**config.mk**
```make
export PLATFORM = sky130hd
export DESIGN_NAME = regfile_write_scheduler
export DESIGN_NICKNAME = d
export VERILOG_FILES = /design/src/rtl/regfile_write_scheduler.sv
export SDC_FILE = /design/constraint.sdc
export NUM_CORES = 1
export LEC_CHECK = 0
export BUFFER_PORTS_ARGS = -buffer_cell sky130_fd_sc_hd__buf_4
export CORE_UTILIZATION = 50
export CTS_CLUSTER_DIAMETER = 30
export CTS_CLUSTER_SIZE = 28
export DETAILED_ROUTE_END_ITERATION = 16
export GPL_TIMING_DRIVEN = 0
export PLACE_DENSITY = 0.78
export SLEW_MARGIN = 10
export SYNTH_ARGS = -nofsm -noshare
export SYNTH_HDL_FRONTEND = slang
export SYNTH_SLANG_ARGS = --single-unit
```
**constraint.sdc**
```tcl
create_clock -name clk -period 3.2 [get_ports clk]
set_clock_uncertainty 0.05 [all_clocks]
set_input_delay 0.32 -clock clk [delete_from_list [all_inputs] [get_ports clk]]
set_output_delay 0.32 -clock clk [all_outputs]
set_load 0.01 [all_outputs]
```
**src/rtl/regfile_write_scheduler.sv**
```systemverilog
// regfile_write_scheduler: merges the in-order WB write stream and a
// handshaked long-latency write stream into the single register file
// write port. WB always has priority. Long-latency writes wait in a
// DEPTH-entry FIFO. A pending-write scoreboard feeds ID-stage hazard checks.
// Optional build macro: WSCHED_BYPASS_EN lets an lu write skip the empty
// FIFO and go straight into the output register.
module regfile_write_scheduler #(
    parameter int DEPTH = 4,
    parameter int AW    = 2
) (
    input  logic          clk,
    input  logic          reset,
    input  logic          wb_valid,
    input  logic [4:0]    wb_rd,
    input  logic [31:0]   wb_data,
    input  logic          lu_valid,
    output logic          lu_ready,
    input  logic [4:0]    lu_rd,
    input  logic [31:0]   lu_data,
    input  logic [4:0]    chk_rs,
    input  logic [4:0]    chk_rt,
    output logic          hz_rs,
    output logic          hz_rt,
    output logic          RegWrite,
    output logic [4:0]    Write_register,
    output logic [31:0]   Write_data,
    output logic [AW:0]   q_count,
    output logic          waw_err
);

    logic [4:0]       rd_q   [DEPTH];
    logic [31:0]      data_q [DEPTH];
    logic [AW-1:0]    rptr;
    logic [AW-1:0]    wptr;
    logic [AW:0]      count;
    logic             fifo_empty;
    logic             fifo_full;
    logic             wb_fire;
    logic             push;
    logic             push_fifo;
    logic             pop;
    logic             bypass;
    logic [DEPTH-1:0] valid_ent;
    logic [31:0]      pending;
    logic             waw_hit;

    assign fifo_empty = (count == '0);
    assign fifo_full  = (count == (AW+1)'(DEPTH));
    assign lu_ready   = !reset && !fifo_full;
    assign wb_fire    = wb_valid && (wb_rd != 5'd0);
    // Handshakes to $0 complete but never occupy a slot.
    assign push       = lu_valid && lu_ready && (lu_rd != 5'd0);
    // WB owns the port this cycle; otherwise the head drains.
    assign pop        = !wb_fire && !fifo_empty;

`ifdef WSCHED_BYPASS_EN
    assign bypass     = push && fifo_empty && !wb_fire;
`else
    assign bypass     = 1'b0;
`endif

    assign push_fifo  = push && !bypass;
    assign q_count    = count;

    // Slot validity, pending-register vector and WB-vs-queue collision.
    always_comb begin
        valid_ent = '0;
        pending   = '0;
        waw_hit   = 1'b0;
        for (int unsigned i = 0; i < DEPTH; i++) begin
            // An entry is live when its distance from the head is below the occupancy.
            valid_ent[i] = ({1'b0, AW'(AW'(i) - rptr)} < count);
            if (valid_ent[i]) begin
                pending[rd_q[i]] = 1'b1;
                if (rd_q[i] == wb_rd)
                    waw_hit = 1'b1;
            end
        end
        // The register file only commits at the end of the RegWrite cycle.
        if (RegWrite)
            pending[Write_register] = 1'b1;
    end

    assign hz_rs = (chk_rs != 5'd0) && pending[chk_rs];
    assign hz_rt = (chk_rt != 5'd0) && pending[chk_rt];

    // FIFO storage; validity comes from count, so the payload needs no reset.
    always_ff @(posedge clk) begin
        if (push_fifo) begin
            rd_q[wptr]   <= lu_rd;
            data_q[wptr] <= lu_data;
        end
    end

    // FIFO pointers and occupancy.
    always_ff @(posedge clk) begin
        if (reset) begin
            rptr  <= '0;
            wptr  <= '0;
            count <= '0;
        end else begin
            if (push_fifo)
                wptr <= wptr + 1'b1;
            if (pop)
                rptr <= rptr + 1'b1;
            unique case ({push_fifo, pop})
                2'b10:   count <= count + 1'b1;
                2'b01:   count <= count - 1'b1;
                default: count <= count;
            endcase
        end
    end

    // Registered write port: WB, then FIFO head, then bypassed lu write.
    always_ff @(posedge clk) begin
        if (reset) begin
            RegWrite       <= 1'b0;
            Write_register <= '0;
            Write_data     <= '0;
        end else if (wb_fire) begin
            RegWrite       <= 1'b1;
            Write_register <= wb_rd;
            Write_data     <= wb_data;
        end else if (!fifo_empty) begin
            RegWrite       <= 1'b1;
            Write_register <= rd_q[rptr];
            Write_data     <= data_q[rptr];
        end else if (bypass) begin
            RegWrite       <= 1'b1;
            Write_register <= lu_rd;
            Write_data     <= lu_data;
        end else begin
            RegWrite       <= 1'b0;
        end
    end

    // Sticky WAW collision flag.
    always_ff @(posedge clk) begin
        if (reset)
            waw_err <= 1'b0;
        else if (wb_fire && waw_hit)
            waw_err <= 1'b1;
    end

endmodule

```
# After elaboration in Yosys (flattened, before gate mapping)
# Memory sizes are Yosys's and may differ from the RTL's. A register that Yosys moved wholly into a read port is not among the register bits.
# Index checks and enable logic that the tools add are counted.
# word_totals
mem_bits_rw	148
regBits	46
input_bits	88
output_inout_bits	45
memories	2
# memory_table
name	depth	word_bits	read_ports	rd_clocked_by_memory_dff	wr	line_no	text
data_q	4	32	1	1	1	32	logic [31:0] data_q [DEPTH];
rd_q	4	5	5	1	1	31	logic [4:0] rd_q [DEPTH];
# classes
addsub	8
n_reduce_logical	23
n_mux	40
bitwise	4
n_eq_ne	8
n_lt_le_gt_ge	16
# op_table
operator	count
$mux W32	7
$or A32 B32 Y32	4
$lt A5 B6 Y1 const B	7
$demux W1 S5	5
$ge A5 B1 Y1 const B	5
$eq A5 B5 Y1	4
$reduce_bool A5 Y1	4
$mux W1	19
$logic_and A1 B1 Y1	13
$lt A2 B3 Y1	4
$bmux W1 S5	2
$mux W5	2
$mux W2	4
$pmux W3 S2	1
$add A2 B1 Y2 const B	2
$logic_not A1 Y1	4
$sub A1 B2 Y2 const A	2
$sub A2 B2 Y2 const A	2
$add A3 B1 Y3 const B	1
$eq A3 B3 Y1 const B	1
$logic_not A3 Y1	1
$sub A3 B1 Y3 const B	1
$eq A2 B1 Y1 const B	1
$eq A2 B2 Y1 const B	1
other kinds (2)	2

# Logic depth before layout (Yosys ltp)
# Gate-level depths: netlist of the first run.
# An unclocked memory read counts as a cell.
# logic_depth
ltp_word	17
ltp_mapped	10
mapped_depth_nobuf	10

# Least setup slack after synthesis of the first run
# Ideal clock, no wire load.
# synth_path
kind	register to output
from	register count[1] (netlist: q_count[1])
to	output hz_rs
t_arrival_ns	2.449
stages_incl_launch_ff	10
required_time_ns	2.830
path_slack_ns	0.381
cell_sequence	dfxtp_1 inv_1 ha_1 nand2b_1 o2111ai_2 o22ai_1 a211oi_1 mux4_2 a211o_1 o32ai_2
# synth_between
elab_chain_len	13
# synth_rtl
item	line_no	text
from (decl)	35	logic [AW:0] count;
from (signal assigned)	107	2'b10: count <= count + 1'b1;
from (signal assigned)	108	2'b01: count <= count - 1'b1;
from (signal assigned)	109	default: count <= count;
$lt A2 B3 Y1	72	valid_ent[i] = ({1'b0, AW'(AW'(i) - rptr)} < count);
$mux W32	73	if (valid_ent[i]) begin
$or A32 B32 Y32 (no line)	--	
$mux W32	73	
$or A32 B32 Y32 (no line)	--	
$mux W32	73	
$or A32 B32 Y32 (no line)	--	
$mux W32 *	73	
$or A32 B32 Y32 (no line)	--	
$mux W32 *	80	if (RegWrite)
$bmux W1 S5 *	84	assign hz_rs = (chk_rs != 5'd0) && pending[chk_rs];
$mux W1 (not written as such) *	84	
$logic_and A1 B1 Y1 *	84	
to (decl)	22	output logic hz_rs,
# Every way passes the cells marked *; elsewhere a longest branch is shown, timed or not. The select of a mux whose other input is x is not followed.

# Final worst setup path of the first run
# layout_path
from	register rptr[0]
to	output hz_rs
# layout_between
elab_chain_len	14
# layout_rtl
item	line_no	text
from (decl)	33	logic [AW-1:0] rptr;
from (signal assigned)	105	rptr <= rptr + 1'b1;
$sub A1 B2 Y2	72	
$lt A2 B3 Y1	72	
$mux W32	73	
$or A32 B32 Y32 (no line)	--	
$mux W32	73	
$or A32 B32 Y32 (no line)	--	
$mux W32	73	
$or A32 B32 Y32 (no line)	--	
$mux W32 *	73	
$or A32 B32 Y32 (no line)	--	
$mux W32 *	80	
$bmux W1 S5 *	84	
$mux W1 (not written as such) *	84	
$logic_and A1 B1 Y1 *	84	
# Marks and branches as above.

==> metrics.txt, run 1 <==
Fill cells 1422; crit path kind reg2out; Required @ worst endpoint 2.83 ns; total core area 19600 um2; ANT nets after route 0; Net Sw Power 2.94 mW; worst min path class in2reg; Seq pwr share 36.7%; worst hold path depth 1; Global Route met2 Usage 48.4%; synthesized area per cell 12.6 um2; DR vias/cell 6.38; Sink Count 196; failing checks setup timing; CTS tree built; Final GP Congestion 0.960; vias in the first global route 7835; number of placed I/O pins 133; GRT overflow 0; ant diodes 0; Starting Density 51.3%; DIE HEIGHT 144 um; WL/cell 23.0 um; area of the multi-input gates 4640 um2; crit start category flop; Pleak 4.37 nW; layout cells sized above 1 33.7%; Gate power share 38.6%; main flop type after synthesis edfxtp_1; antenna violations before repair 0; Pint 5.50 mW; mapped cell area 10000 um2; Post-Synthesis Cells 794; Sequential Area 5420 um2; detailed-route DRC error count 0; fin crit share 106%; IO buf count 125; Reg-to-Reg End Write_data[27]$_SDFFE_PP0P_; most common cell after layout, fill and taps aside edfxtp_1; sw frac 34.9%; Hold EP data_q[1][18]$_DFFE_PP_; die area 20700 um2; maximum vdd drop 0.481 mV; met3 Use GR 6.66%; largest net degree at the start of global routing 27; crit-path max FO 8; HPWL Detailed 19.1 mm; DR iter-0 viols 782; CTS hold repair buffers 0; R2R depth 6; Final nets 1064; Clock Latency Late Sink 0.43 ns; placed cells 1188; GRT busiest layer met2; RSZ-0062 raised after global routing true; crit path time final 3.40 ns; pins over their slew limit 0; clk root buf clkbuf_16; TritonCTS Buffers 17; fmax 0.294 GHz; hold_sp lu_data[18]; GRT met1 Usage 34.0%; Syn Nets 892; Worst Path Arrival 3.03 ns; Setup crit end kind primary output; sequential element share of the synthesized area 53.8%; Post-synth EDFFs 148; Yosys cell types 73; most frequent cells in the layout edfxtp_1, buf_4, nor2_1; register-to-register setup slack 0.76 ns; synthesis-stage register bit count 196; Reg clk slew, reported paths 0.08 ns; all-layer global routing usage 28.5%; Finished Layout Cells 1244; final hold viol count 0; clock share of power 24.7%; drt pass-1 iters 5; Clock Path Buffers 2; routed wire length 28.6 mm; fin worst setup slack -0.204 ns; first-pass GRT wire length 43.6 mm; WHS 0.0369 ns; status complete, but fails checks; YS warnings 0; area growth from synthesis to layout 25.9%; worst slew pin tran 0.859 ns; H-tree lvl count 4; Relative slew margins 42.7%; Cell Pwr Density 668 nW/um2; width of the die 144 um; r2r startpoint q_count[2]$_SDFFE_PP0P_; Final Util 64.5%; MaxCap Viol Count 0; Final Setup Violations 2; number of core rows 51; Vias 7941; asr flop ratio synth 0%
-- cell usage after synthesis, types with 3 or more instances --
cell type	n	share of area [%]
a31oi_1	3	0.19
inv_1	21	0.79
edfxtp_1	148	44
nor3_1	18	0.90
nand3_1	13	0.65
nand4_1	7	0.44
buf_4	3	0.22
nand2_1	29	1.1
nor2_1	80	3.0
o2111ai_2	7	1.0
o311ai_0	8	0.70
a2111oi_0	3	0.26
o21ai_1	4	0.20
or4_1	3	0.22
dfxtp_1	48	9.6
mux2i_1	37	3.7
o22ai_1	38	2.4
o31ai_1	3	0.22
ha_1	9	1.1
o221ai_1	8	0.70
and2_1	4	0.25
or3_1	9	0.56
and3b_1	3	0.26
xnor2_1	15	1.3
a21oi_1	6	0.30
o21ai_0	16	0.80
nor2b_1	3	0.19
o2111ai_4	4	1.0
buf_6	3	0.34
clkbuf_1	31	1.2
or3b_2	6	0.52
nor3b_1	7	0.52
buf_2	13	0.65
mux4_2	38	8.5
nor4b_1	4	0.35
nor4_1	24	1.5
xor2_1	11	0.96
nand3b_1	16	1.2
a211oi_1	42	3.1
-- critical path, stage by stage (launching register included) --
cell and delay [ns]:
dfxtp_4 0.36, xnor2_2 0.14, ha_1 0.32, nand2b_4 0.12, o2111ai_4 0.40, o22ai_1 0.22, or4_1 0.51, a21oi_1 0.18
a211o_1 0.13, o32ai_2 0.06, buf_4 0.15
-- area by class of cell --
| type | instances | share of cell area (%) |
|---|---|---|
| buffer | 56 | 2.51 |
| clock buffer | 17 | 3.37 |
| clock inverter | 15 | 1.44 |
| inverter | 22 | 0.693 |
| multi-input combinational | 521 | 36.7 |
| sequential | 196 | 42.8 |
| tap | 265 | 2.62 |
| timing repair buffer | 152 | 9.84 |
-- flip-flops by register name, indices dropped and copies added, names as in the netlist, named ones only --
| signal | count |
|---|---|
| RegWrite | 1 |
| Write_data | 32 |
| Write_register | 5 |
| data_q | 128 |
| q_count | 3 |
| rd_q | 20 |
| rptr | 2 |
| waw_err | 1 |
| wptr | 2 |
-- how the worst max path moves through the flow --
stage,startpoint,cells after the start,slack [ns],endpoint
after floorplan,q_count[1]$_SDFFE_PP0P_,9,0.38,hz_rs
after global placement,q_count[1]$_SDFFE_PP0P_,10,-0.26,hz_rt
after detailed placement,q_count[1]$_SDFFE_PP0P_,10,-0.22,hz_rt
after CTS,rptr[0]$_SDFFE_PP0P_,12,-0.19,hz_rs
after global routing,rptr[0]$_SDFFE_PP0P_,12,-0.30,hz_rt
final,rptr[0]$_SDFFE_PP0P_,10,-0.20,hz_rs
-- power by group through the flow --
stage                     combinational (mW)  sequential, mW  clock, mW
after floorplan                         1.90            3.15          0
after global placement                  2.69            3.13          0
after detailed placement                2.73            3.13          0
after CTS                               3.15            3.09       2.11
after global routing                    3.47            3.12       2.21
final                                   3.26            3.10       2.09
-- kinds of logic (layout without fill, tap and decap cells) --
logic type | count (synthesis) | after routing | synth area share, %
buffers and inverters | 78 | 262 | 3.93
AO/OA/AOI/OAI | 164 | 165 | 13.1
AND/OR/NAND/NOR | 243 | 243 | 13.1
multiplexers | 77 | 77 | 12.4
adder cells (fa/ha/maj) | 10 | 10 | 1.32
XOR/XNOR | 26 | 26 | 2.27
flip-flops | 196 | 196 | 53.8
-- through the flow --
stage	setup slack, ns	cell area [um2]	setup TNS [ns]	power [mW]
finish	-0.204	12600	-0.392	8.45
global route	-0.300	12600	-0.592	8.80
CTS	-0.188	12500	-0.373	8.34
detailed placement	-0.224	11400	-0.407	5.86
global placement	-0.262	11300	-0.849	5.82
floorplan	0.381	10000	0	5.05
-- per-layer routing --
metal	up-vias	routed length, um	part of all wire [%]
li1	3498	-	-
met1	3800	10700	38
met2	518	14100	49
met3	125	2460	8.6
met4	0	1240	4.4
met5	-	0	0
-- timing repair --
item | CTS | global route
resized for setup | 52 | 25
pin swaps | 22 | 19
endpoints found under the hold margin | 0 | 0
cloned | 1 | 0
setup buffers | 17 | 6
setup endpoints to repair | 2 | 2
(Power assumes the default switching activity.)
==> inputs of run 2 (changes only) <==
- CORE_ASPECT_RATIO: default -> 0.8
- clock period: 3.2 -> 3.9 ns (I/O delays scaled with it)
==> run 2 against run 1 <==
The run now ends clean; first-iteration DRC count grew 40%; clock-buffer cell count grew 1; hold slack better by 0.061 ns; sequential cell count did not move; register-to-register slack gained 0.35 ns; die area is essentially flat; critical endpoint is now hz_rt.
==> metrics.txt, run 2 (same netlist as run 1, synthesis figures left out) <==
status finished clean; sw frac 35.4%; Sink Count 196; Clock Path Buffers 2; routed wire length 28.6 mm; Crit. path cell count 11; DIE HEIGHT 129 um; Gate power share 36.6%; fin crit share 97.3%; largest net degree at the start of global routing 26; crit path kind reg2out; all-layer global routing usage 27.6%; crit start category flop; CTS tree built; Slowest cell on crit path o2111ai_4; maximum vdd drop 0.321 mV; Final Util 62.9%; antenna violations before repair 0; worst slew pin tran 0.983 ns; TritonCTS Buffers 17; pins over their slew limit 0; placed cells 1181; IO buf count 125; fmax 0.264 GHz; CP Buf/Inv Count 2; clock share of power 25.3%; total core area 19300 um2; Starting Density 52.0%; Hold EP data_q[3][9]$_DFFE_PP_; Finished Layout Cells 1216; Final GP Congestion 0.940; worst-path cell chain xnor2_1, inv_1, ha_1, nand2b_4, o2111ai_4, o22ai_1, o311ai_0, a31oi_1, nor4_2, o311ai_1, buf_4; Reg-to-Reg End q_count[2]$_SDFFE_PP0P_; Net Sw Power 2.36 mW; clk root buf clkbuf_16; Pint 4.31 mW; number of placed I/O pins 133; Pleak 4.19 nW; Top reg by flops data_q; setup TNS 0 ns; Total Power 6.67 mW; crit path time final 3.79 ns; RSZ-0062 raised after global routing false; r2r startpoint q_count[0]$_SDFFE_PP0P_; Reg clk slew, reported paths 0.08 ns; fin worst setup slack 0.106 ns; worst min path class in2reg; area growth from synthesis to layout 21.1%; HPWL Detailed 19.8 mm; number of flip-flops in the largest register 128; R2R depth 10; vias in the first global route 7755; Final Setup Violations 0; WL/cell 23.6 um; DP Worst Slack 0.223 ns; worst hold path depth 1; DR vias/cell 6.57; final hold viol count 0; Seq pwr share 38.1%; Clock Latency Late Sink 0.44 ns; most frequent cells in the layout edfxtp_1, buf_4, nor2_1; GRT overflow 0; Relative slew margins 34.3%; Vias 7992; CTS hold repair buffers 0; width of the die 160 um; Largest stage delay, worst path 0.41 ns; ANT nets after route 0; H-tree lvl count 4; DR iter-0 viols 1093; detailed-route DRC error count 0; Top Family by Delay on Critical Path compound AO/OA/AOI/OAI gates; Fill cells 1439; register-to-register setup slack 1.11 ns; layout cells sized above 1 29.0%; crit-path max FO 8; first-pass GRT wire length 42.8 mm; Cell Pwr Density 549 nW/um2; hold_sp lu_data[9]; drt pass-1 iters 7; Final nets 1042; largest registers data_q (128), Write_data (32), rd_q (20); die area 20700 um2; most common cell after layout, fill and taps aside edfxtp_1; MaxCap Viol Count 0; Required @ worst endpoint 3.46 ns; number of core rows 45; Worst Path Arrival 3.35 ns; Setup crit end kind primary output
## run 2: cell types whose count changed in the layout (fill, tap and decap cells not counted), moves of 5 or more
cell      previous run  this run
buf_4              146       130
buf_12               7         2
nor4_1              18        23
o22ai_1             32        37
o311ai_0             2         7
clkinv_8             6         1
## run 2: area by class of cell
| type | instances | area, um2 | share of cell area, % |
|---|---|---|---|
| diodes | 1 | 2.50 | 0.0206 |
| clock buffers | 18 | 429 | 3.53 |
| well taps | 258 | 323 | 2.66 |
| repair buffers | 131 | 1060 | 8.69 |
| multi-input cells | 520 | 4410 | 36.3 |
| plain buffers | 56 | 312 | 2.56 |
| inverters | 22 | 82.6 | 0.679 |
| clock inverters | 14 | 136 | 1.12 |
| flip-flops and latches | 196 | 5410 | 44.5 |
## run 2: how the worst max path moves through the flow
stage,slack [ns],end,startpoint
floorplan,1.01,hz_rs,q_count[1]$_SDFFE_PP0P_
finish,0.11,hz_rt,rptr[0]$_SDFFE_PP0P_
CTS,0.004,hz_rs,q_count[1]$_SDFFE_PP0P_
global placement,0.21,hz_rt,q_count[1]$_SDFFE_PP0P_
global route,0.01,hz_rt,rptr[0]$_SDFFE_PP0P_
detailed placement,0.22,hz_rt,q_count[1]$_SDFFE_PP0P_
## run 2: timing repair
action                                 4_1_cts  5_1_grt
resized for setup                           15       12
buffers inserted                             2        0
setup endpoints to repair                    2        2
endpoints found under the hold margin        0        0
pin swaps                                    2        1
## run 2: metal layers
| metal | global-route usage [%] | wire length, um |
|---|---|---|
| met1 | 37.9 | 11700 |
| met2 | 41.8 | 12900 |
| met3 | 7.16 | 3240 |
| met4 | 11.4 | 776 |
| met5 | 0.909 | 0 |
## run 2: through the flow
stage / hold WS (ns) / cell area, um2
2_1_floorplan: 0.439 / 10000
3_3_place_gp: 0.409 / 11300
3_5_place_dp: 0.444 / 11400
4_1_cts: 0.0885 / 12100
5_1_grt: 0.0873 / 12200
6_report: 0.0978 / 12200
## run 2: power groups by stage
stage          Combinational, mW  Sequential (mW)  Clock, mW
3_3_place_gp                2.20             2.57          0
5_1_grt                     2.56             2.56       1.76
2_1_floorplan               1.56             2.59          0
3_5_place_dp                2.26             2.58          0
4_1_cts                     2.38             2.54       1.70
6_report                    2.44             2.54       1.69
## run 2: worst reg2reg max path, stage by stage, from the launching register on
cell and delay [ns]:
dfxtp_1 0.55, inv_1 0.15, a31oi_1 0.34, o311a_1 0.46, inv_1 0.09, ha_1 0.24
inv_1 0.08, fa_1 0.19, xor2_1 0.09, or3_1 0.31, a21oi_1 0.18
